[config.mk]
export PLATFORM = sky130hd
export DESIGN_NAME = round_timer
export DESIGN_NICKNAME = d
export VERILOG_FILES = /design/src/rtl/game_pkg.sv /design/src/rtl/round_timer_tick_prescaler.sv /design/src/rtl/round_timer.sv
export SDC_FILE = /design/constraint.sdc
export NUM_CORES = 1
export LEC_CHECK = 0
export BUFFER_PORTS_ARGS = -buffer_cell sky130_fd_sc_hd__buf_2
export CORE_ASPECT_RATIO = 0.9
export CORE_MARGIN = 4
export CORE_UTILIZATION = 60
export DETAILED_ROUTE_END_ITERATION = 6
export GPL_ROUTABILITY_DRIVEN = 0
export GPL_TIMING_DRIVEN = 0
export PLACE_DENSITY = 0.92
export SLEW_MARGIN = 20
export SYNTH_ARGS = -nofsm -noshare
export SYNTH_HDL_FRONTEND = slang
export SYNTH_HIERARCHICAL = 1
export SYNTH_SLANG_ARGS = --single-unit
[constraint.sdc]
create_clock -name clk -period 3.56 [get_ports clk]
set_input_delay 0.178 -clock clk [delete_from_list [all_inputs] [get_ports clk]]
set_output_delay 0.178 -clock clk [all_outputs]
set_load 0.1 [all_outputs]
[src/rtl/game_pkg.sv]
// Shared game definitions: seconds width, default round floor and timer states.
package game_pkg;

  localparam int unsigned SEC_W               = 5;
  localparam int unsigned MIN_SECONDS_DEFAULT = 3;

  typedef enum logic [1:0] {
    IDLE    = 2'd0,
    RUN     = 2'd1,
    EXPIRED = 2'd2
  } timer_state_t;

  function automatic logic [SEC_W-1:0] clamp_sec(input logic [SEC_W-1:0] v,
                                                 input logic [SEC_W-1:0] floor_v);
    return (v < floor_v) ? floor_v : v;
  endfunction

endpackage

[src/rtl/round_timer_tick_prescaler.sv]
// Divides clk down to a one-second boundary; tick is the combinational wrap strobe
// so the parent can act on the same edge the counter wraps.
module tick_prescaler #(
  parameter int unsigned TICK_DIV = 50_000_000
) (
  input  logic clk,
  input  logic rst_n,
  input  logic clr,
  input  logic en,
  output logic tick
);

  localparam int unsigned CW = $clog2(TICK_DIV);

  logic [CW-1:0] cnt_q;

  assign tick = en && !clr && (cnt_q == CW'(TICK_DIV - 1));

  always_ff @(posedge clk or negedge rst_n) begin
    if (!rst_n) begin
      cnt_q <= '0;
    end else if (clr) begin
      cnt_q <= '0;
    end else if (en) begin
      cnt_q <= tick ? '0 : cnt_q + CW'(1);
    end
  end

endmodule

[src/rtl/round_timer.sv]
// Per-round countdown timer feeding end_f back to the game controller.
// Optional BCD display outputs are built when ROUND_TIMER_BCD_EN is defined.
module round_timer
  import game_pkg::*;
#(
  parameter int unsigned TICK_DIV    = 50_000_000,
  parameter int unsigned MIN_SECONDS = MIN_SECONDS_DEFAULT
) (
  input  logic             clk,
  input  logic             rst_n,
  input  logic             time_f,
  input  logic [SEC_W-1:0] time_v,
  input  logic             stop,
  output logic             end_f,
  output logic [SEC_W-1:0] remaining,
  output logic             running,
  output logic             tick
`ifdef ROUND_TIMER_BCD_EN
  ,
  output logic [3:0]       rem_tens,
  output logic [3:0]       rem_ones
`endif
);

  timer_state_t     state_q, state_d;
  logic             time_f_q;
  logic             start_edge;
  logic             sec_wrap;
  logic             end_f_d, running_d, tick_d;
  logic [SEC_W-1:0] remaining_d;

  assign start_edge = time_f & ~time_f_q;

  tick_prescaler #(
    .TICK_DIV (TICK_DIV)
  ) u_prescaler (
    .clk   (clk),
    .rst_n (rst_n),
    .clr   (stop | start_edge),
    .en    (state_q == RUN),
    .tick  (sec_wrap)
  );

  // Next-state and output values; priority is stop > start_edge > tick.
  always_comb begin
    state_d     = state_q;
    end_f_d     = end_f;
    running_d   = running;
    remaining_d = remaining;
    tick_d      = 1'b0;
    if (stop) begin
      state_d   = IDLE;
      end_f_d   = 1'b0;
      running_d = 1'b0;
    end else if (start_edge) begin
      state_d     = RUN;
      end_f_d     = 1'b0;
      running_d   = 1'b1;
      remaining_d = clamp_sec(time_v, SEC_W'(MIN_SECONDS));
    end else if (state_q == RUN && sec_wrap) begin
      tick_d = 1'b1;
      if (remaining <= SEC_W'(1)) begin
        state_d     = EXPIRED;
        end_f_d     = 1'b1;
        running_d   = 1'b0;
        remaining_d = '0;
      end else begin
        remaining_d = remaining - SEC_W'(1);
      end
    end
  end

  always_ff @(posedge clk or negedge rst_n) begin
    if (!rst_n) begin
      state_q   <= IDLE;
      time_f_q  <= 1'b0;
      end_f     <= 1'b0;
      running   <= 1'b0;
      tick      <= 1'b0;
      remaining <= '0;
    end else begin
      state_q   <= state_d;
      time_f_q  <= time_f;
      end_f     <= end_f_d;
      running   <= running_d;
      tick      <= tick_d;
      remaining <= remaining_d;
    end
  end

`ifdef ROUND_TIMER_BCD_EN
  logic [3:0] tens_d, ones_d;

  // Divide-by-10 over 0..31 reduces to three threshold compares.
  always_comb begin
    tens_d = 4'd0;
    ones_d = 4'(remaining_d);
    if (remaining_d >= SEC_W'(30)) begin
      tens_d = 4'd3;
      ones_d = 4'(remaining_d - SEC_W'(30));
    end else if (remaining_d >= SEC_W'(20)) begin
      tens_d = 4'd2;
      ones_d = 4'(remaining_d - SEC_W'(20));
    end else if (remaining_d >= SEC_W'(10)) begin
      tens_d = 4'd1;
      ones_d = 4'(remaining_d - SEC_W'(10));
    end
  end

  always_ff @(posedge clk or negedge rst_n) begin
    if (!rst_n) begin
      rem_tens <= 4'd0;
      rem_ones <= 4'd0;
    end else begin
      rem_tens <= tens_d;
      rem_ones <= ones_d;
    end
  end
`endif

endmodule
==> results of run 1 <==
## state kept, by name, indices dropped and copies added (netlist names)
| signal | count |
|---|---|
| tick | 1 |
| remaining | 5 |
| u_prescaler/cnt_q | 26 |
| state_q | 1 |
| end_f | 1 |
| time_f_q | 1 |
## cell families (layout without fill, tap and decap cells)
logic type / count (synthesis) / after routing / share of synthesized area
adder cells (fa/ha/maj): 4 / 4 / 0.0218
AO/OA/AOI/OAI: 70 / 70 / 0.205
buffers and inverters: 21 / 46 / 0.0403
AND/OR/NAND/NOR: 117 / 117 / 0.335
multiplexers: 2 / 2 / 0.00871
XOR/XNOR: 2 / 2 / 0.00763
flip-flops: 35 / 35 / 0.381
## power groups by stage
stage | sequential [mW] | combinational (mW) | clock, mW
floorplan | 0.584 | 0.0807 | 0
finish | 0.446 | 0.274 | 0.323
CTS | 0.446 | 0.274 | 0.327
global placement | 0.452 | 0.270 | 0
global route | 0.452 | 0.292 | 0.349
detailed placement | 0.453 | 0.272 | 0
## cell usage after synthesis (all sizes together), types with 3 or more instances
library cell | count | area [sq um]
dfrtp | 35 | 876
nand2 | 21 | 81.3
o21ai | 21 | 105
a21oi | 18 | 101
nor2 | 14 | 52.6
nand3 | 13 | 70.1
nor3 | 13 | 70.1
nand4 | 10 | 90.1
clkbuf | 9 | 35.0
a32o | 7 | 70.1
inv | 7 | 26.3
nor4 | 7 | 80.1
or4 | 7 | 60.1
and3 | 5 | 31.3
and4 | 5 | 46.3
buf | 5 | 31.3
a21o | 4 | 30.0
ha | 4 | 50.1
a22o | 3 | 27.5
nand3b | 3 | 35.0
nand4b | 3 | 26.3
o21a | 3 | 22.5
or3 | 3 | 18.8
## critical path, cell delays in order, from the launching register on
cell	delay, ps
dfrtp_1	450
ha_1	240
nand3_2	190
nor4_4	490
nand2_1	340
nor3_1	490
nand3b_4	140
a21oi_4	280
a21bo_1	240
a22o_1	210
## routing by layer
metal	vias up	track usage	share of wire	wire length, um
li1	1013	-	-	-
met1	1024	0.334	0.44	2540
met2	123	0.369	0.44	2530
met3	14	0.0769	0.097	553
met4	0	0.122	0.016	93
met5	-	0	0	0
## worst min-delay path by stage
stage                                         to  cells past startpoint
6_report                      time_f_q$_DFF_PN0_                      1
5_1_grt                       time_f_q$_DFF_PN0_                      1
4_1_cts                       time_f_q$_DFF_PN0_                      1
3_5_place_dp   u_prescaler/cnt_q[12]$_DFFE_PN0P_                      1
3_3_place_gp   u_prescaler/cnt_q[12]$_DFFE_PN0P_                      1
2_1_floorplan                  end_f$_DFFE_PN0P_                      0
## final cells by class
type	count	area [sq um]
Buffer	14	66.3
Clock buffer	8	100
Fill cell	289	1160
Inverter	7	26.3
Multi-Input combinational cell	195	1330
Sequential cell	35	876
Tap cell	46	57.6
Timing Repair Buffer	17	90.1
## stage by stage
step	cells	setup slack, ps	utilization	hold WS [ps]
after CTS	322	434	0.687	27.0
after floorplan	251	427	-	-118
after global placement	313	528	0.657	291
final	322	371	0.687	34.9
after global routing	322	168	0.687	25.5
after detailed placement	313	447	0.657	295
==> summary.txt, run 1 <==
STA
  • Clock skew: 7.28 ps
  • Setup TNS: 0 ps
  • Hold Vio Cnt, Final: 0
  • Slew Limit Fails: 0
  • Max-slew headroom: 0.491
  • Final Cycle Share: 0.896
  • Fmax: roughly 310 MHz
  • Worst-Margin Slew: 763 ps
  • RSZ-0062 raised after global routing: no
  • Final setup violation count: 0
  • Post-layout min period: approximately 3200 ps

Floorplan
  • Die area: 0.00488 sq mm
  • Die Height: ~67 um
  • Core area: 0.00370 sq mm
  • Site Rows: 21
  • IO Pins: 17
  • Initial Util: 0.620
  • Die width: 73.2 um

Cells and area
  • Area growth, synth to finish: 10.8%
  • Most frequent cells in the layout: dfrtp_1 (35), buf_2 (20), nand2_1 (20)
  • Ratio of cells with drive above 1 in the final layout: 0.178
  • Diode count: 0
  • Nets: 288
  • Most common cell after layout, fill and taps aside: dfrtp_1
  • Fin area: 0.00254 sq mm

Clock network
  • Clock-pin slew on the worst setup and hold paths: 70 ps
  • Post-CTS setup buffers: 0
  • Cts hold-fix bufs: 1
  • CTS tree: built
  • Clock tree root buffer cell: clkbuf_8
  • Max H-tree Level: 2
  • Clk_lat worst skew: 300 ps
  • PostCTS Resize Cnt: 0
  • Clk buf depth: 2
  • CTS Buf Count: 5
  • Sink Count: 35

Yosys
  • Syn. warnings: 6
  • EDFF count, synth: 0
  • Asr flop ratio synth: 1.00
  • Avg Cell Area, Syn: 9.15 sq um
  • Syn Nets: 264
  • Synthesis-stage register bit count: 35
  • Cell Area, Synth: 0.00230 sq mm
  • Cells after synthesis: 251
  • Post-synthesis sequential area ratio: 0.381
  • Count of different cell masters after synthesis: 61
  • Post-synth top flop: dfrtp_1

Setup path
  • Type of the worst setup path: register to register
  • R2R cell count: 9
  • FF-to-FF End: remaining[4]$_DFFE_PN0P_
  • Worst EP arrival: 3380 ps
  • CP Capture Point: remaining[4]$_DFFE_PN0P_
  • Critical path fanouts, max: 10
  • Worst setup EP type: register
  • R2R setup slack: roughly 370 ps
  • Startpoint Class: register
  • Required @ worst endpoint: 3750 ps
  • Reg2Reg Launch Point: u_prescaler/cnt_q[0]$_DFFE_PN0P_
  • CP startpoint: u_prescaler/cnt_q[0]$_DFFE_PN0P_

Pwr
  • Clk pwr share: 0.310
  • Part of the power in combinational logic: 0.262
  • Sequential power share: 0.428
  • Internal power: 0.651 mW
  • Total power: 1.04 mW
  • Net switching power: about 0.39 mW
  • Worst VDD drop: 0.524 mV
  • Power Dens Cells: 410 mW/mm^2
  • Static Leak: 1.05 nW
  • Switching portion of total power: 0.377

Min path
  • Min-delay src: time_f
  • Worst min-delay path category: input pin to register

Drt
  • Detail Route Antenna Nets: 0
  • DR vias/cell: 6.75
  • Vias post-DR: 2174
  • Drt first pass iters: 5
  • DR DRC count: 0
  • Post-Route WL: 5.71 mm
  • Iter 0 DRT Violations: 280
  • Drt wl/cell: ~18 um

Placement
  • Placed cell area: 0.00243 sq mm
  • HPWL after DPL: 3.97 mm
  • I/O Buffers: 16

Run status
  • Outcome: finished, final reports clean

Run
  • Max Cap Violations: 0

Global route
  • Largest net degree at the start of global routing: 36
  • Vias in the first global route: 2009
  • First-pass GRT wire length: 9.34 mm
  • Global Route Usage Sum: 0.252
  • Initial antenna violation count: 0
  • Grt total ovfl: 0
Power figures use the tool's default switching activity.
==> run 2, diff against run 1 <==
--- a/config.mk
+++ b/config.mk
@@ -12,6 +12,7 @@
 export DETAILED_ROUTE_END_ITERATION = 6
 export GPL_ROUTABILITY_DRIVEN = 0
 export GPL_TIMING_DRIVEN = 0
+export HOLD_SLACK_MARGIN = 0.08
 export PLACE_DENSITY = 0.92
 export SLEW_MARGIN = 20
 export SYNTH_ARGS = -nofsm -noshare
==> summary.txt, run 2 (same netlist as run 1, synthesis figures left out) <==
Drt
  • Metal2 WL: 2.60 mm (+2.7%)
  • Met1 WL: 2.53 mm (-0.31%)
  • Drt wl/cell: 17.8 um (+0.17%)
  • Post-Route WL: 5.76 mm (+0.79%)
  • Met3 routed wirelength: 526 um (-4.9%)
  • DR top layer: met4
  • Detail Route Antenna Nets: 0 (unchanged)
  • Drt first pass iters: 4 (-1)
  • DR vias/cell: 6.65 (-1.5%)
  • DR DRC count: 0 (unchanged)
  • Vias post-DR: 2154 (-0.92%)
  • Iter 0 DRT Violations: 319 (+14%)

STA
  • Final Cycle Share: 0.894 (-0.00138)
  • Final setup violation count: 0 (unchanged)
  • Worst-Margin Slew: 771 ps (+8.08 ps)
  • RSZ-0062 raised after global routing: no
  • Clock skew: 7.22 ps (-0.0617 ps)
  • Max-slew headroom: 0.486 (-0.00538)
  • Post-layout min period: 3180 ps (-4.90 ps)
  • Slew Limit Fails: 0 (unchanged)
  • Setup TNS: 0 ps (unchanged)
  • Hold Vio Cnt, Final: 0 (unchanged)
  • Fmax: 314 MHz (+0.15%)

Pwr
  • Power Dens Cells: 407 mW/mm^2 (-0.75%)
  • Switching portion of total power: 0.375 (-0.00115)
  • Internal power: 0.652 mW (+0.22%)
  • Sequential power share: 0.428 (about the same)
  • Clk pwr share: 0.308 (-0.002)
  • Worst VDD drop: 0.524 mV (about the same)
  • Part of the power in combinational logic: 0.264 (+0.002)
  • Static Leak: 1.06 nW (+0.79%)
  • Net switching power: 0.392 mW (-0.27%)

Run status
  • Outcome: finished, final reports clean

Floorplan
  • Die width: 73.2 um (unchanged)
  • Die Height: 66.7 um (unchanged)
  • Die area: 0.00488 sq mm (unchanged)
  • Initial Util: 0.620 (unchanged)
  • Core area: 0.00370 sq mm (unchanged)
  • IO Pins: 17 (unchanged)
  • Site Rows: 21 (unchanged)

Cells and area
  • Most frequent cells in the layout: dfrtp_1 (35), buf_2 (20), nand2_1 (20)
  • Area growth, synth to finish: 11.7%
  • Biggest regs: u_prescaler/cnt_q: 26 flops, remaining: 5 flops
  • Nets: 290 (+0.69%)
  • Final design utilization: 0.692 (+0.00540)
  • Filler cells: 286 (-1.0%)
  • Number of flip-flops in the largest register: 26 (unchanged)
  • Most common cell after layout, fill and taps aside: dfrtp_1
  • Diode count: 0 (unchanged)
  • Top reg by flops: u_prescaler/cnt_q
  • Ratio of cells with drive above 1 in the final layout: 0.176 (-0.00128)

Placement
  • HPWL after DPL: 3.97 mm (unchanged)
  • I/O Buffers: 16 (unchanged)

Clock network
  • PostCTS Resize Cnt: 0 (unchanged)
  • Sink Count: 35 (unchanged)
  • Max H-tree Level: 2 (unchanged)
  • Clk_lat worst skew: 300 ps (about the same)
  • Clk buf depth: 2 (unchanged)
  • CTS tree: built
  • Clock-pin slew on the worst setup and hold paths: 70 ps (about the same)
  • Clock tree root buffer cell: clkbuf_8
  • CTS Buf Count: 5 (unchanged)

Global route
  • Grt total ovfl: 0 (unchanged)
  • First-pass GRT wire length: 9.40 mm (+0.59%)
  • Vias in the first global route: 2022 (+0.65%)
  • Initial antenna violation count: 0 (unchanged)
  • Global Route Usage Sum: 0.254 (+0.00192)
  • Largest net degree at the start of global routing: 36 (unchanged)

Min path
  • Worst min-delay path category: input pin to register

Setup path
  • Required @ worst endpoint: 3750 ps (about the same)
  • Worst EP arrival: 3370 ps (about the same)
  • Startpoint Class: register
  • Worst setup EP type: register
  • Critical path fanouts, max: 10 (unchanged)
  • Type of the worst setup path: register to register

Run
  • Max Cap Violations: 0 (unchanged)
==> run 2: cell types whose count changed in the layout (fill, tap and decap cells not counted), sizes merged <==
cell         previous run  this run
dlygate4sd3             1         3
==> run 2: what timing repair did <==
action	4_1_cts	5_1_grt
endpoints found under the hold margin	37	0
setup buffers	0	0
endpoints found under the setup margin	0	0
hold buffers	3	0
==> run 2: area by class of cell <==
type | count | area (sq um) | share of cell area
flip-flops and latches | 35 | 876 | 0.341
multi-input cells | 195 | 1330 | 0.518
repair buffers | 19 | 110 | 0.0429
clock buffers | 8 | 100 | 0.0390
inverters | 7 | 26.3 | 0.0102
plain buffers | 14 | 66.3 | 0.0259
well taps | 46 | 57.6 | 0.0224
==> run 2: path summary, 6_finish.rpt <==
kind	from	endpoint	slack, ps	cells past startpoint
min	time_v[4]	remaining[4]$_DFFE_PN0P_	210	4
min in group asynchronous	rst_n	u_prescaler/cnt_q[17]$_DFFE_PN0P_	490	2
min reg2reg	remaining[3]$_DFFE_PN0P_	remaining[3]$_DFFE_PN0P_	550	1
max in group asynchronous	rst_n	u_prescaler/cnt_q[0]$_DFFE_PN0P_	2580	2
max	u_prescaler/cnt_q[0]$_DFFE_PN0P_	remaining[4]$_DFFE_PN0P_	380	9
max reg2reg	u_prescaler/cnt_q[0]$_DFFE_PN0P_	remaining[4]$_DFFE_PN0P_	380	9
==> run 2: metrics by stage <==
step / hold WS (ps) / area, sq um / worst slack (ps) / instances / power (mW)
detailed placement: 295 / 2430 / 447 / 313 / 0.726
global route: 241 / 2560 / 168 / 324 / 1.09
CTS: 203 / 2560 / 434 / 324 / 1.05
global placement: 291 / 2430 / 528 / 313 / 0.722
floorplan: -118 / 2300 / 427 / 251 / 0.665
finish: 210 / 2560 / 376 / 324 / 1.04
==> run 2: worst max-delay path, cell delays in order (launching register included) <==
cell and delay (ps):
dfrtp_1 450, ha_1 240, nand3_2 190, nor4_4 480
nand2_1 350, nor3_1 490, nand3b_4 140, a21oi_4 280
a21bo_1 240, a22o_1 210
==> run 2: layer usage <==
layer | up-vias | GRT usage
met1 | 1020 | 0.336
li1 | 1020 | -
met2 | 103 | 0.374
met3 | 11 | 0.0769
met4 | 0 | 0.122
met5 | - | 0
==> run 2: power groups by stage <==
| stage | logic [mW] | registers, mW | clock network [mW] |
|---|---|---|---|
| floorplan | 0.0807 | 0.584 | 0 |
| global placement | 0.270 | 0.452 | 0 |
| detailed placement | 0.272 | 0.453 | 0 |
| CTS | 0.275 | 0.446 | 0.327 |
| global route | 0.294 | 0.452 | 0.349 |
| finish | 0.276 | 0.446 | 0.322 |
==> run 3, diff against run 2 <==
--- a/config.mk
+++ b/config.mk
@@ -14,7 +14,7 @@
 export GPL_TIMING_DRIVEN = 0
 export HOLD_SLACK_MARGIN = 0.08
 export PLACE_DENSITY = 0.92
-export SLEW_MARGIN = 20
+export REMOVE_ABC_BUFFERS = 1
 export SYNTH_ARGS = -nofsm -noshare
 export SYNTH_HDL_FRONTEND = slang
 export SYNTH_HIERARCHICAL = 1
==> summary.txt, run 3 (same netlist as run 1, synthesis figures left out) <==
Cells and area
  • Most frequent cells in the layout: dfrtp_1 (35), nand2_1 (20), o21ai_0 (19)
  • Multi-input gate area: 0.00133 sq mm (unchanged)
  • Most common cell after layout, fill and taps aside: dfrtp_1
  • Biggest regs: u_prescaler/cnt_q: 26 flops, remaining: 5 flops
  • Nets: 275 (-5.2%)
  • Top reg by flops: u_prescaler/cnt_q
  • Diode count: 0 (unchanged)
  • Post-Layout Cell Count: 309 (-4.6%)
  • Number of flip-flops in the largest register: 26 (unchanged)
  • Filler cells: 283 (-1.0%)
  • Area growth, synth to finish: 8.33%
  • Ratio of cells with drive above 1 in the final layout: 0.163 (-0.0128)
  • Storage element area: 876 sq um (unchanged)

Clock network
  • Clock tree root buffer cell: clkbuf_8
  • Post-CTS setup buffers: 0 (unchanged)
  • Sink Count: 35 (unchanged)
  • CTS Buf Count: 5 (unchanged)
  • Clk buf depth: 2 (unchanged)
  • Clock-pin slew on the worst setup and hold paths: 60 ps (about the same)
  • CTS tree: built
  • Max H-tree Level: 2 (unchanged)
  • Clk_lat worst skew: 290 ps (about the same)

Setup path
  • Critical path fanouts, max: 24 (+14)
  • R2R setup slack: 340 ps (-40 ps)
  • CP Capture Point: remaining[4]$_DFFE_PN0P_
  • Reg2Reg Launch Point: state_q[0]$_DFFE_PN0P_
  • Worst setup EP type: register
  • Worst EP arrival: 3400 ps (+30 ps)
  • R2R cell count: 8 (-1)
  • Startpoint Class: register
  • FF-to-FF End: remaining[4]$_DFFE_PN0P_
  • Type of the worst setup path: register to register
  • CP startpoint: state_q[0]$_DFFE_PN0P_
  • Required @ worst endpoint: 3740 ps (about the same)

Drt
  • Iter 0 DRT Violations: 210 (-34%)
  • Detail Route Antenna Nets: 0 (unchanged)
  • Drt wl/cell: 17.0 um (-4.5%)
  • DR vias/cell: 6.81 (+2.5%)
  • Drt first pass iters: 5 (+1)
  • Post-Route WL: 5.25 mm (-8.9%)
  • DR DRC count: 0 (unchanged)
  • Vias post-DR: 2105 (-2.3%)

STA
  • RSZ-0062 raised after global routing: no
  • Post-layout min period: 3220 ps (+38.7 ps)
  • Final Cycle Share: 0.905 (+0.0109)
  • Final worst slack: 338 ps (-38.7 ps)
  • Max-slew headroom: 0.263 (-0.223)
  • Hold Vio Cnt, Final: 0 (unchanged)
  • Worst-Margin Slew: 1110 ps (+334 ps)
  • Slew Limit Fails: 0 (unchanged)
  • Fmax: 310 MHz (-1.2%)
  • Final setup violation count: 0 (unchanged)
  • Clock skew: 6.33 ps (-0.894 ps)
  • Setup TNS: 0 ps (unchanged)

Pwr
  • Static Leak: 1.02 nW (-4.3%)
  • Power Dens Cells: 413 mW/mm^2 (+1.6%)
  • Worst VDD drop: 0.528 mV (+0.84%)
  • Total power: 1.03 mW (-1.5%)

Floorplan
  • Site Rows: 21 (unchanged)
  • Die area: 0.00488 sq mm (unchanged)
  • Die width: 73.2 um (unchanged)
  • Core area: 0.00370 sq mm (unchanged)
  • Initial Util: 0.620 (unchanged)
  • Die Height: 66.7 um (unchanged)
  • IO Pins: 17 (unchanged)

Global route
  • Grt total ovfl: 0 (unchanged)
  • Vias in the first global route: 1923 (-4.9%)
  • First-pass GRT wire length: 8.76 mm (-6.7%)
  • Largest net degree at the start of global routing: 36 (unchanged)
  • Initial antenna violation count: 0 (unchanged)
  • Global Route Usage Sum: 0.233 (-0.0201)

Run status
  • Outcome: finished, final reports clean

Placement
  • Dpl ws: 389 ps (-57.8 ps)
  • Placed Instances: 299 (-4.5%)
  • I/O Buffers: 16 (unchanged)
  • HPWL after DPL: 3.53 mm (-11%)

Run
  • Max Cap Violations: 0 (unchanged)

Min path
  • Worst min-delay path category: input pin to register
-- run 3: cell types whose count changed in the layout (fill, tap and decap cells not counted), sizes merged --
cell | previous run | this run
buf | 21 | 16
clkbuf | 17 | 8
dlygate4sd3 | 3 | 2
-- run 3: timing repair --
action,CTS,global route
hold buffers,2,0
gates resized for setup,0,0
hold endpoints to repair,36,0
-- run 3: cell type report --
class | count | share of cell area
timing repair buffer | 18 | 0.0402
sequential | 35 | 0.352
inverter | 7 | 0.0106
tap | 46 | 0.0231
multi-input combinational | 195 | 0.534
clock buffer | 8 | 0.0402
-- run 3: how the worst min path moves through the flow --
stage	from	to	cells after the start
after floorplan	rst_n	end_f$_DFFE_PN0P_	0
after global placement	rst_n	u_prescaler/cnt_q[5]$_DFFE_PN0P_	1
after detailed placement	rst_n	u_prescaler/cnt_q[5]$_DFFE_PN0P_	1
after CTS	stop	state_q[0]$_DFFE_PN0P_	2
after global routing	stop	state_q[0]$_DFFE_PN0P_	2
final	stop	state_q[0]$_DFFE_PN0P_	2
-- run 3: critical path: stages (launching register included) --
cell,delay (ps)
dfrtp_1,420
inv_1,80
nor2_1,570
inv_1,560
nor3_1,600
nand3b_4,140
a21oi_4,290
a21bo_1,240
a22o_1,220
-- run 3: routing by layer --
| layer | global-route usage | share of wire |
|---|---|---|
| met1 | 0.309 | 0.44 |
| met3 | 0.0649 | 0.081 |
| met5 | 0 | 0 |
| met2 | 0.367 | 0.47 |
| met4 | 0.0760 | 0.010 |
-- run 3: through the flow --
stage               utilization  area [sq um]  hold WS, ps
finish                    0.672          2490          101
global route              0.672          2490          112
CTS                       0.672          2490         94.6
detailed placement        0.639          2370          297
global placement          0.639          2370          293
floorplan                     -          2230         -118
-- run 3: where the power goes --
part | switching, mW | internal (mW)
Combinational | 0.216 | 0.0543
Clock | 0.136 | 0.176
Sequential | 0.0284 | 0.418
Total | 0.380 | 0.648
